--- config.mk ---
export PLATFORM = sky130hd
export DESIGN_NAME = uart_tx_serializer
export DESIGN_NICKNAME = d
export VERILOG_FILES = /design/src/rtl/uart_pkg.sv /design/src/rtl/uart_baud_gen.sv /design/src/rtl/uart_tx_serializer.sv
export SDC_FILE = /design/constraint.sdc
export NUM_CORES = 1
export LEC_CHECK = 0
export ABC_AREA = 0
export CAP_MARGIN = 40
export CORE_MARGIN = 4
export CORE_UTILIZATION = 29
export CTS_CLUSTER_DIAMETER = 100
export DETAILED_ROUTE_END_ITERATION = 6
export PLACE_DENSITY = 0.49
export SLEW_MARGIN = 20
export SYNTH_ARGS = -nofsm -noshare
export SYNTH_HDL_FRONTEND = slang
export SYNTH_SLANG_ARGS = --single-unit
--- constraint.sdc ---
create_clock -name clk -period 1.85 [get_ports clk]
set_input_delay 0.37 -clock clk [delete_from_list [all_inputs] [get_ports clk]]
set_output_delay 0.37 -clock clk [all_outputs]
set_load 0.02 [all_outputs]
--- src/rtl/uart_pkg.sv ---
// Shared UART definitions: FSM state encodings, default bit timing and frame-length constants.
package uart_pkg;

  localparam int unsigned UART_CLKS_PER_BIT_DEFAULT = 434;
  localparam int unsigned UART_START_BITS           = 1;
  localparam int unsigned UART_DATA_BITS            = 8;
  localparam int unsigned UART_IDX_W                = 3;
  localparam int unsigned UART_MAX_STOP_BITS        = 2;

  typedef enum logic [2:0] {
    ST_IDLE   = 3'd0,
    ST_FETCH  = 3'd1,
    ST_LOAD   = 3'd2,
    ST_START  = 3'd3,
    ST_DATA   = 3'd4,
    ST_PARITY = 3'd5,
    ST_STOP   = 3'd6
  } uart_state_e;

  // Bits per frame and clk cycles per frame, counted from start-bit entry.
  function automatic int unsigned uart_frame_bits(input int unsigned parity_en,
                                                  input int unsigned stop_bits);
    return UART_START_BITS + UART_DATA_BITS + parity_en + stop_bits;
  endfunction

  function automatic int unsigned uart_frame_clks(input int unsigned clks_per_bit,
                                                  input int unsigned parity_en,
                                                  input int unsigned stop_bits);
    return uart_frame_bits(parity_en, stop_bits) * clks_per_bit;
  endfunction

endpackage

--- src/rtl/uart_baud_gen.sv ---
// Bit-period timer: counts clk cycles within one serial bit and flags the bit's final cycle.
// Shared between the TX serializer and the RX block.
module uart_baud_gen
  import uart_pkg::*;
#(
  parameter int unsigned CLKS_PER_BIT = UART_CLKS_PER_BIT_DEFAULT
) (
  input  logic clk,
  input  logic rst,
  input  logic restart,
  output logic bit_end,
  output logic bit_pre_end
);

  localparam int unsigned CNT_W = (CLKS_PER_BIT > 2) ? $clog2(CLKS_PER_BIT) : 1;
  localparam logic [CNT_W-1:0] CNT_LAST = CNT_W'(CLKS_PER_BIT - 1);
  localparam logic [CNT_W-1:0] CNT_PRE  = CNT_W'(CLKS_PER_BIT - 2);

  logic [CNT_W-1:0] cnt_q, cnt_d;
  logic             bit_end_q, bit_end_d;
  logic             bit_pre_end_q, bit_pre_end_d;

  // Flags are derived from the next count so they line up with the count they describe.
  always_comb begin
    cnt_d = cnt_q + CNT_W'(1);
    if (restart || (cnt_q == CNT_LAST)) begin
      cnt_d = '0;
    end
    bit_end_d     = (cnt_d == CNT_LAST);
    bit_pre_end_d = (cnt_d == CNT_PRE);
  end

  always_ff @(posedge clk) begin
    if (!rst) begin
      cnt_q         <= '0;
      bit_end_q     <= 1'b0;
      bit_pre_end_q <= 1'b0;
    end else begin
      cnt_q         <= cnt_d;
      bit_end_q     <= bit_end_d;
      bit_pre_end_q <= bit_pre_end_d;
    end
  end

  assign bit_end     = bit_end_q;
  assign bit_pre_end = bit_pre_end_q;

endmodule

--- src/rtl/uart_tx_serializer.sv ---
// UART transmitter: pulls bytes from the upstream FIFO and serialises them as
// start / 8 data (LSB first) / optional parity / 1-2 stop bits.
module uart_tx_serializer
  import uart_pkg::*;
#(
  parameter int unsigned CLKS_PER_BIT = UART_CLKS_PER_BIT_DEFAULT,
  parameter int unsigned PARITY_EN    = 0,
  parameter int unsigned PARITY_ODD   = 0,
  parameter int unsigned STOP_BITS    = 1
) (
  input  logic       clk,
  input  logic       rst,
  input  logic       tx_en,
  input  logic       fifo_empty,
  input  logic [7:0] fifo_data,
  output logic       fifo_re,
  output logic       tx,
  output logic       busy,
  output logic       done
);

  localparam logic                  PAR_EN    = (PARITY_EN != 0);
  localparam logic                  PAR_ODD   = (PARITY_ODD != 0);
  localparam logic [UART_IDX_W-1:0] LAST_DATA = UART_IDX_W'(UART_DATA_BITS - 1);
  localparam logic [UART_IDX_W-1:0] LAST_STOP = UART_IDX_W'(STOP_BITS - 1);

  uart_state_e           state_q, state_d;
  logic [7:0]            shift_q, shift_d;
  logic [UART_IDX_W-1:0] bit_idx_q, bit_idx_d;
  logic                  parity_q, parity_d;
  logic                  tx_q, tx_d;
  logic                  fifo_re_q, fifo_re_d;
  logic                  busy_q, busy_d;
  logic                  done_q, done_d;

  logic                  bit_end;
  logic                  bit_pre_end;
  logic                  restart_c;
  logic                  fetch_ok_c;

  uart_baud_gen #(
    .CLKS_PER_BIT(CLKS_PER_BIT)
  ) u_baud_gen (
    .clk        (clk),
    .rst        (rst),
    .restart    (restart_c),
    .bit_end    (bit_end),
    .bit_pre_end(bit_pre_end)
  );

  assign fetch_ok_c = tx_en && !fifo_empty;

  // Next-state and datapath; bit_idx counts data bits, then is reused to count stop bits.
  always_comb begin
    state_d   = state_q;
    shift_d   = shift_q;
    bit_idx_d = bit_idx_q;
    parity_d  = parity_q;
    restart_c = 1'b1;

    case (state_q)
      ST_IDLE: begin
        if (fetch_ok_c) begin
          state_d = ST_FETCH;
        end
      end
      ST_FETCH: begin
        state_d = ST_LOAD;
      end
      ST_LOAD: begin
        shift_d   = fifo_data;
        parity_d  = (^fifo_data) ^ PAR_ODD;
        bit_idx_d = '0;
        state_d   = ST_START;
      end
      ST_START: begin
        restart_c = 1'b0;
        if (bit_end) begin
          state_d = ST_DATA;
        end
      end
      ST_DATA: begin
        restart_c = 1'b0;
        if (bit_end) begin
          if (bit_idx_q == LAST_DATA) begin
            bit_idx_d = '0;
            state_d   = PAR_EN ? ST_PARITY : ST_STOP;
          end else begin
            bit_idx_d = bit_idx_q + UART_IDX_W'(1);
            shift_d   = shift_q >> 1;
          end
        end
      end
      ST_PARITY: begin
        restart_c = 1'b0;
        if (bit_end) begin
          state_d = ST_STOP;
        end
      end
      ST_STOP: begin
        restart_c = 1'b0;
        if (bit_end) begin
          if (bit_idx_q == LAST_STOP) begin
            bit_idx_d = '0;
            state_d   = fetch_ok_c ? ST_FETCH : ST_IDLE;
          end else begin
            bit_idx_d = bit_idx_q + UART_IDX_W'(1);
          end
        end
      end
      default: begin
        state_d = ST_IDLE;
      end
    endcase
  end

  // Outputs are registered from the next state so they change on the edge entering it.
  always_comb begin
    tx_d = 1'b1;
    case (state_d)
      ST_START:  tx_d = 1'b0;
      ST_DATA:   tx_d = shift_d[0];
      ST_PARITY: tx_d = parity_d;
      default:   tx_d = 1'b1;
    endcase
    fifo_re_d = (state_d == ST_FETCH);
    busy_d    = (state_d != ST_IDLE);
    // bit_pre_end one cycle ahead lets done land in the final stop-bit cycle itself.
    done_d    = (state_q == ST_STOP) && bit_pre_end && (bit_idx_q == LAST_STOP);
  end

  always_ff @(posedge clk) begin
    if (!rst) begin
      state_q   <= ST_IDLE;
      shift_q   <= '0;
      bit_idx_q <= '0;
      parity_q  <= 1'b0;
      tx_q      <= 1'b1;
      fifo_re_q <= 1'b0;
      busy_q    <= 1'b0;
      done_q    <= 1'b0;
    end else begin
      state_q   <= state_d;
      shift_q   <= shift_d;
      bit_idx_q <= bit_idx_d;
      parity_q  <= parity_d;
      tx_q      <= tx_d;
      fifo_re_q <= fifo_re_d;
      busy_q    <= busy_d;
      done_q    <= done_d;
    end
  end

  assign tx      = tx_q;
  assign fifo_re = fifo_re_q;
  assign busy    = busy_q;
  assign done    = done_q;

endmodule

==> results of run 1 <==
==> worst max-delay path, stage by stage, from the launching register on <==
cell and delay, ns:
dfxtp_1 0.33, nand2_1 0.06, xor2_1 0.16, a311o_1 0.34, or4_4 0.55, nor4_2 0.20
==> final timing paths <==
kind / startpoint / slack (ns) / to
worst max register to register: state_q[1]$_SDFF_PN0_ / 0.10 / u_baud_gen.bit_end$_SDFF_PN0_
worst max-delay path: state_q[1]$_SDFF_PN0_ / 0.10 / u_baud_gen.bit_end$_SDFF_PN0_
worst min register to register: u_baud_gen.bit_pre_end$_SDFF_PN0_ / 0.44 / done$_SDFF_PN0_
worst min-delay path: u_baud_gen.bit_pre_end$_SDFF_PN0_ / 0.44 / done$_SDFF_PN0_
==> area by class of cell <==
type	instances	share of cell area (%)
flip-flops and latches	30	28.6
well taps	70	4.13
clock buffers	6	3.90
multi-input cells	136	42.8
repair buffers	43	17.0
clock inverters	2	2.84
inverters	4	0.709
==> state kept, by name, summed over array words and instances, names as in the netlist <==
register,cells
u_baud_gen.bit_end,1
u_baud_gen.cnt_q,9
tx,1
done,1
fifo_re,1
state_q,3
shift_q,8
parity_q,1
busy,1
u_baud_gen.bit_pre_end,1
bit_idx_q,3
==> cell usage in the layout, fill, tap and decap left out, types with 2 or more instances in the layout <==
master           Yosys  routed
a21oi_1             17      16
a22oi_1              6       6
and2_1               4       4
and3_1               3       3
buf_4                1      28
bufinv_16            0       2
clkbuf_8             0       6
clkdlybuf4s50_1      0      15
dfxtp_1             30      26
dfxtp_2              0       4
ha_1                 5       4
inv_1                4       4
nand2_1             17      17
nand2b_1             4       4
nand3_1              5       5
nand4_1              3       3
nor2_1              16      15
nor2b_1              3       3
nor3b_1              5       5
nor4b_2              0       2
o21ai_0              5       5
xnor2_1              9       9
xor2_1               6       6
==> report_power, final <==
| group | switching, mW | internal (mW) | total, mW |
|---|---|---|---|
| sequential | 0.0163 | 0.687 | 0.703 |
| combinational | 0.166 | 0.170 | 0.336 |
| clock | 0.262 | 0.575 | 0.836 |
| total | 0.444 | 1.43 | 1.88 |
==> per-stage QoR <==
step / hold slack (ns) / total power, mW / std cells / instance area, um2 / setup TNS, ns
after global routing: 0.476 / 1.98 / 291 / 2120 / 0
after CTS: 0.448 / 1.90 / 291 / 2090 / 0
after floorplan: 0.408 / 0.909 / 182 / 1570 / 0
final: 0.440 / 1.88 / 291 / 2120 / 0
after global placement: 0.445 / 1.05 / 283 / 1940 / -0.421
after detailed placement: 0.437 / 1.05 / 283 / 1940 / -0.528
==> per-layer routing <==
metal / up-vias / track usage, %
met3: 6 / 3.51
met1: 626 / 13.4
met2: 16 / 20.4
li1: 723 / -
met5: - / 0
met4: 0 / 5.07
==> cells by family (layout without fill, tap and decap cells) <==
family / Yosys count / count (layout)
and+or+nand+nor: 73 / 73
AOI/OAI and AO/OA: 42 / 42
DFF: 30 / 30
buffers and inverters: 16 / 55
xor gates and xnor gates: 15 / 15
adders and majority gates: 5 / 5
muxes: 1 / 1
==> timing repair <==
item / CTS / global route
endpoints found under the setup margin: 0 / 5
buffers inserted: 0 / 0
resized for setup: 0 / 10
==> flow_metrics.env, run 1 <==
export IMPL_synth_area_leaders="dfxtp_1 (38%), a21oi_1 (5.4%), xnor2_1 (5.0%)"
export IMPL_start_util_pct=30.3
export IMPL_synth_simple_area_share_pct=26.1
export IMPL_post_place_ws_ns=-0.240
export IMPL_crit_type="reg2reg"
export IMPL_synthAdderAreaFrac_pct=3.99
export IMPL_core_area_um2=5170
export IMPL_place_gp_congestion=0.735
export IMPL_cts_root_buf="clkbuf_8"
export IMPL_worstMarginPinSlew_ns=0.389
export IMPL_end_kind="register"
export IMPL_insertion_delay_ns=0.29
export IMPL_avgRoutedWirePerCell_um=12.0
export IMPL_io_pins=16
export IMPL_synth_top_area_cell="dfxtp_1"
export IMPL_status="complete, no violations"
export IMPL_drc=0
export IMPL_cellLeakagePower_nw=0.774
export IMPL_drive_gt1_share_pct=22.6
export IMPL_period_share_pct=94.5
export IMPL_r2r_cells=5
export IMPL_synth_yosys_seq_area_share_pct=38.3
export IMPL_vdd_ir_drop_max_uv=473
export IMPL_rsz0062_at_grt="false"
export IMPL_dr_wl_met3_um=144
export IMPL_hold_violations=0
export IMPL_htree_levels=2
export IMPL_drt_vias_per_instance=4.71
export IMPL_die_x_um=81.6
export IMPL_ff_latch_area_um2=606
export IMPL_setup_violations=0
export IMPL_io_buffers=15
export IMPL_yosys_most_used_dff="dfxtp_1"
export IMPL_drt_iter0_drc=54
export IMPL_synth_area_mux_share_pct=0.638
export IMPL_multi_input_area_um2=907
export IMPL_yosysUniqueCellTypes=48
export IMPL_num_vias=1371
export IMPL_num_rows=26
export IMPL_nFillCells=515
export IMPL_dr_pass1_iters=4
export IMPL_grt_usage_pct=11.8
export IMPL_cts_hold_fix_buffers=0
export IMPL_synth_xor_area_share_pct=8.37
export IMPL_wl_met1_mm=1.61
export IMPL_grt_max_degree=16
export IMPL_slew_headroom_pct=73.7
export IMPL_critPathLaunchType="register"
export IMPL_grt_antenna_before_repair=0
export IMPL_synth_most_common_cell="dfxtp_1"
export IMPL_grt_overflow=0
export IMPL_grt_pass1_vias=1341
export IMPL_synth_seq_cells=30
export IMPL_synth_async_sr_flop_share_pct=0
export IMPL_synth_edff_count=0
export IMPL_synth_compound_gate_area_share_pct=17.1
export IMPL_grt_pass1_wl_mm=6.00
export IMPL_path_max_fanout=3
export IMPL_nets=237
export IMPL_die_y_um=81.6
export IMPL_wirelength_mm=3.48
export IMPL_drv_slew=0
export IMPL_hp_class="reg2reg"
export IMPL_synth_top_area_share_pct=38.3
export IMPL_period_needed_ns=1.75
export IMPL_max_freq_mhz=572
export IMPL_clock_sinks=30
export IMPL_met2_length_mm=1.67
export IMPL_hold_path_depth=2
export IMPL_area_delta_synth_final_pct=35.0
export IMPL_clockBufferDepth=2
export IMPL_dieArea_um2=6650
export IMPL_p_per_area_nw_per_um2=885
export IMPL_clkTransAtPathRegs_ns=0.07
export IMPL_synth_avg_cell_area_um2=8.62
export IMPL_tritoncts="done"
export IMPL_finish_utilization_pct=41.0
export IMPL_synthesis_nets=199
export IMPL_maxCapViolations=0
export IMPL_required_ns=2.05
export IMPL_ant_nets=0
export IMPL_dr_max_layer_used="met4"
export IMPL_synth_cells=182
export IMPL_ys_top_cells_by_count="dfxtp_1 (30), a21oi_1 (17), nand2_1 (17)"
export IMPL_synth_top_family_by_area="simple AND/OR/NAND/NOR gates"
export IMPL_syn_cell_area_um2=1570
export IMPL_cts_buffers=5
export IMPL_diodes=0
export IMPL_hpwl_mm=2.54
export IMPL_yosys_warnings=0
export IMPL_critPathArrivalTime_ns=1.95
export IMPL_clock_skew_ns=0.00950
export IMPL_fin_ws_ns=0.101
No activity file was read; power rests on OpenSTA's default activity.
==> run 2, diff against run 1 <==
- CORE_ASPECT_RATIO: unset -> 1.75
- CORE_MARGIN: 4 -> unset
- TNS_END_PERCENT: unset -> 10
==> flow_metrics.env, run 2 (same netlist as run 1, synthesis figures left out) <==
export IMPL_status="complete, but fails checks"
export IMPL_violations="design-rule violations"
export IMPL_final_cell_mix="dfxtp_1 (26), buf_4 (26), nand2_1 (17)"
export IMPL_drt_iter0_drc=27
export IMPL_area_delta_synth_final_pct=32.7
export IMPL_regMostFlops="u_baud_gen.cnt_q"
export IMPL_cpMaxStageDelayCell="or4_4"
export IMPL_grt_overflow=0
export IMPL_finalPower_mw=1.70
export IMPL_grt_usage_pct=14.5
export IMPL_rsz0062_at_grt="true"
export IMPL_grt_max_degree=16
export IMPL_path_cells="clkdlybuf4s50_1, inv_1, a311o_1, or4_4, nor3_1"
export IMPL_num_vias=1379
export IMPL_io_pins=16
export IMPL_drt_vias_per_instance=5.03
export IMPL_insertion_delay_ns=0.28
export IMPL_grt_pass1_vias=1438
export IMPL_path_max_fanout=2
export IMPL_io_buffers=15
export IMPL_core_area_um2=5260
export IMPL_avgRoutedWirePerCell_um=13.7
export IMPL_dr_pass1_iters=6
export IMPL_critPathArrivalTime_ns=1.96
export IMPL_fin_cells=274
export IMPL_cts_hold_fix_buffers=0
export IMPL_cellLeakagePower_nw=0.762
export IMPL_reg_largest_list="u_baud_gen.cnt_q: 9 flops, shift_q: 8 flops"
export IMPL_clkTransAtPathRegs_ns=0.07
export IMPL_die_x_um=57.6
export IMPL_placed_area_um2=1910
export IMPL_crit_path_start="rst"
export IMPL_slew_headroom_pct=56.2
export IMPL_hpwl_mm=2.83
export IMPL_worstReg2RegStart="bit_idx_q[0]$_SDFFE_PN0P_"
export IMPL_htree_levels=2
export IMPL_dieArea_um2=5720
export IMPL_max_stage_delay_ns=0.55
export IMPL_vdd_ir_drop_max_uv=510
export IMPL_die_y_um=99.3
export IMPL_required_ns=2.06
export IMPL_period_share_pct=94.9
export IMPL_setup_violations=0
export IMPL_min_from="u_baud_gen.bit_pre_end$_SDFF_PN0_"
export IMPL_hold_violations=0
export IMPL_num_rows=35
export IMPL_worstMarginPinSlew_ns=0.648
export IMPL_drv_slew=0
export IMPL_placed_cells=266
export IMPL_clock_sinks=30
export IMPL_tritoncts="done"
export IMPL_cts_root_buf="clkbuf_8"
export IMPL_max_freq_mhz=570
export IMPL_drive_gt1_share_pct=23.7
export IMPL_cts_buffers=5
export IMPL_grt_pass1_wl_mm=6.24
export IMPL_grt_antenna_before_repair=0
export IMPL_clockBufferDepth=2
export IMPL_clock_skew_ns=0.00522
export IMPL_wirelength_mm=3.75
export IMPL_p_per_area_nw_per_um2=816
export IMPL_ant_nets=0
export IMPL_period_needed_ns=1.76
export IMPL_crit_buf_inv=2
export IMPL_critPathLaunchType="primary input"
export IMPL_crit_family="simple AND/OR/NAND/NOR gates"
export IMPL_hp_class="reg2reg"
export IMPL_crit_type="in2reg"
export IMPL_nFillCells=536
export IMPL_nets=235
export IMPL_final_cell_area_um2=2080
export IMPL_place_gp_congestion=0.791
export IMPL_drc=4
export IMPL_maxCapViolations=0
export IMPL_start_util_pct=29.9
export IMPL_largest_register_ffs=9
export IMPL_end_kind="register"
export IMPL_diodes=0
[run 2: repair_timing]
action                                  CTS  global route
gates resized for setup                   0            16
endpoints found under the setup margin    0             4
buffers inserted                          0             0
[run 2: cell type report]
cell class / instances / area [um2] / share of cell area (%)
Clock buffer: 5 / 68.8 / 3.31
Timing Repair Buffer: 41 / 345 / 16.6
Clock inverter: 3 / 40.0 / 1.92
Multi-Input combinational cell: 136 / 938 / 45.1
Inverter: 4 / 15.0 / 0.721
Tap cell: 55 / 68.8 / 3.31
Sequential cell: 30 / 606 / 29.1
[run 2: path summary, 6_finish.rpt]
path                                             to  slack [ns]  cells past startpoint
setup / recovery  u_baud_gen.bit_pre_end$_SDFF_PN0_        0.09                      5
hold / removal                      done$_SDFF_PN0_        0.46                      2
setup reg to reg                      tx$_SDFF_PN1_        0.11                      7
hold reg to reg                     done$_SDFF_PN0_        0.46                      2
[run 2: layer usage]
metal | share of wire [%] | vias to the layer above | global-route usage [%]
li1 | - | 715 | -
met1 | 36 | 627 | 12.8
met2 | 57 | 26 | 27.5
met3 | 3.5 | 11 | 4.29
met4 | 3.5 | 0 | 9.01
met5 | 0 | - | 0
[run 2: tightest hold or removal path: stages (launching register included)]
cell and delay, ns:
dfxtp_1 0.31, nand3_1 0.07, nor2_1 0.04
[run 2: metrics by stage]
stage,hold slack (ns),setup WS (ns),TNS (ns),util [%]
finish,0.457,0.0947,0,39.6
global route,0.482,-0.0225,-0.0225,39.6
CTS,0.463,0.0191,0,38.4
detailed placement,0.454,-0.241,-0.466,36.4
global placement,0.446,-0.230,-0.458,36.4
floorplan,0.408,0.0243,0,-
[run 2: report_power, final]
part | internal [mW] | switching, mW | leakage [nW]
logic | 0.168 | 0.167 | 0.458
clock network | 0.396 | 0.256 | 0.0579
registers | 0.689 | 0.0221 | 0.245
==> run 3, diff against run 2 <==
- SKIP_CTS_REPAIR_TIMING: unset -> 1
==> results of run 3 <==
Final layout, timing and power as in run 2 (identical DEF).
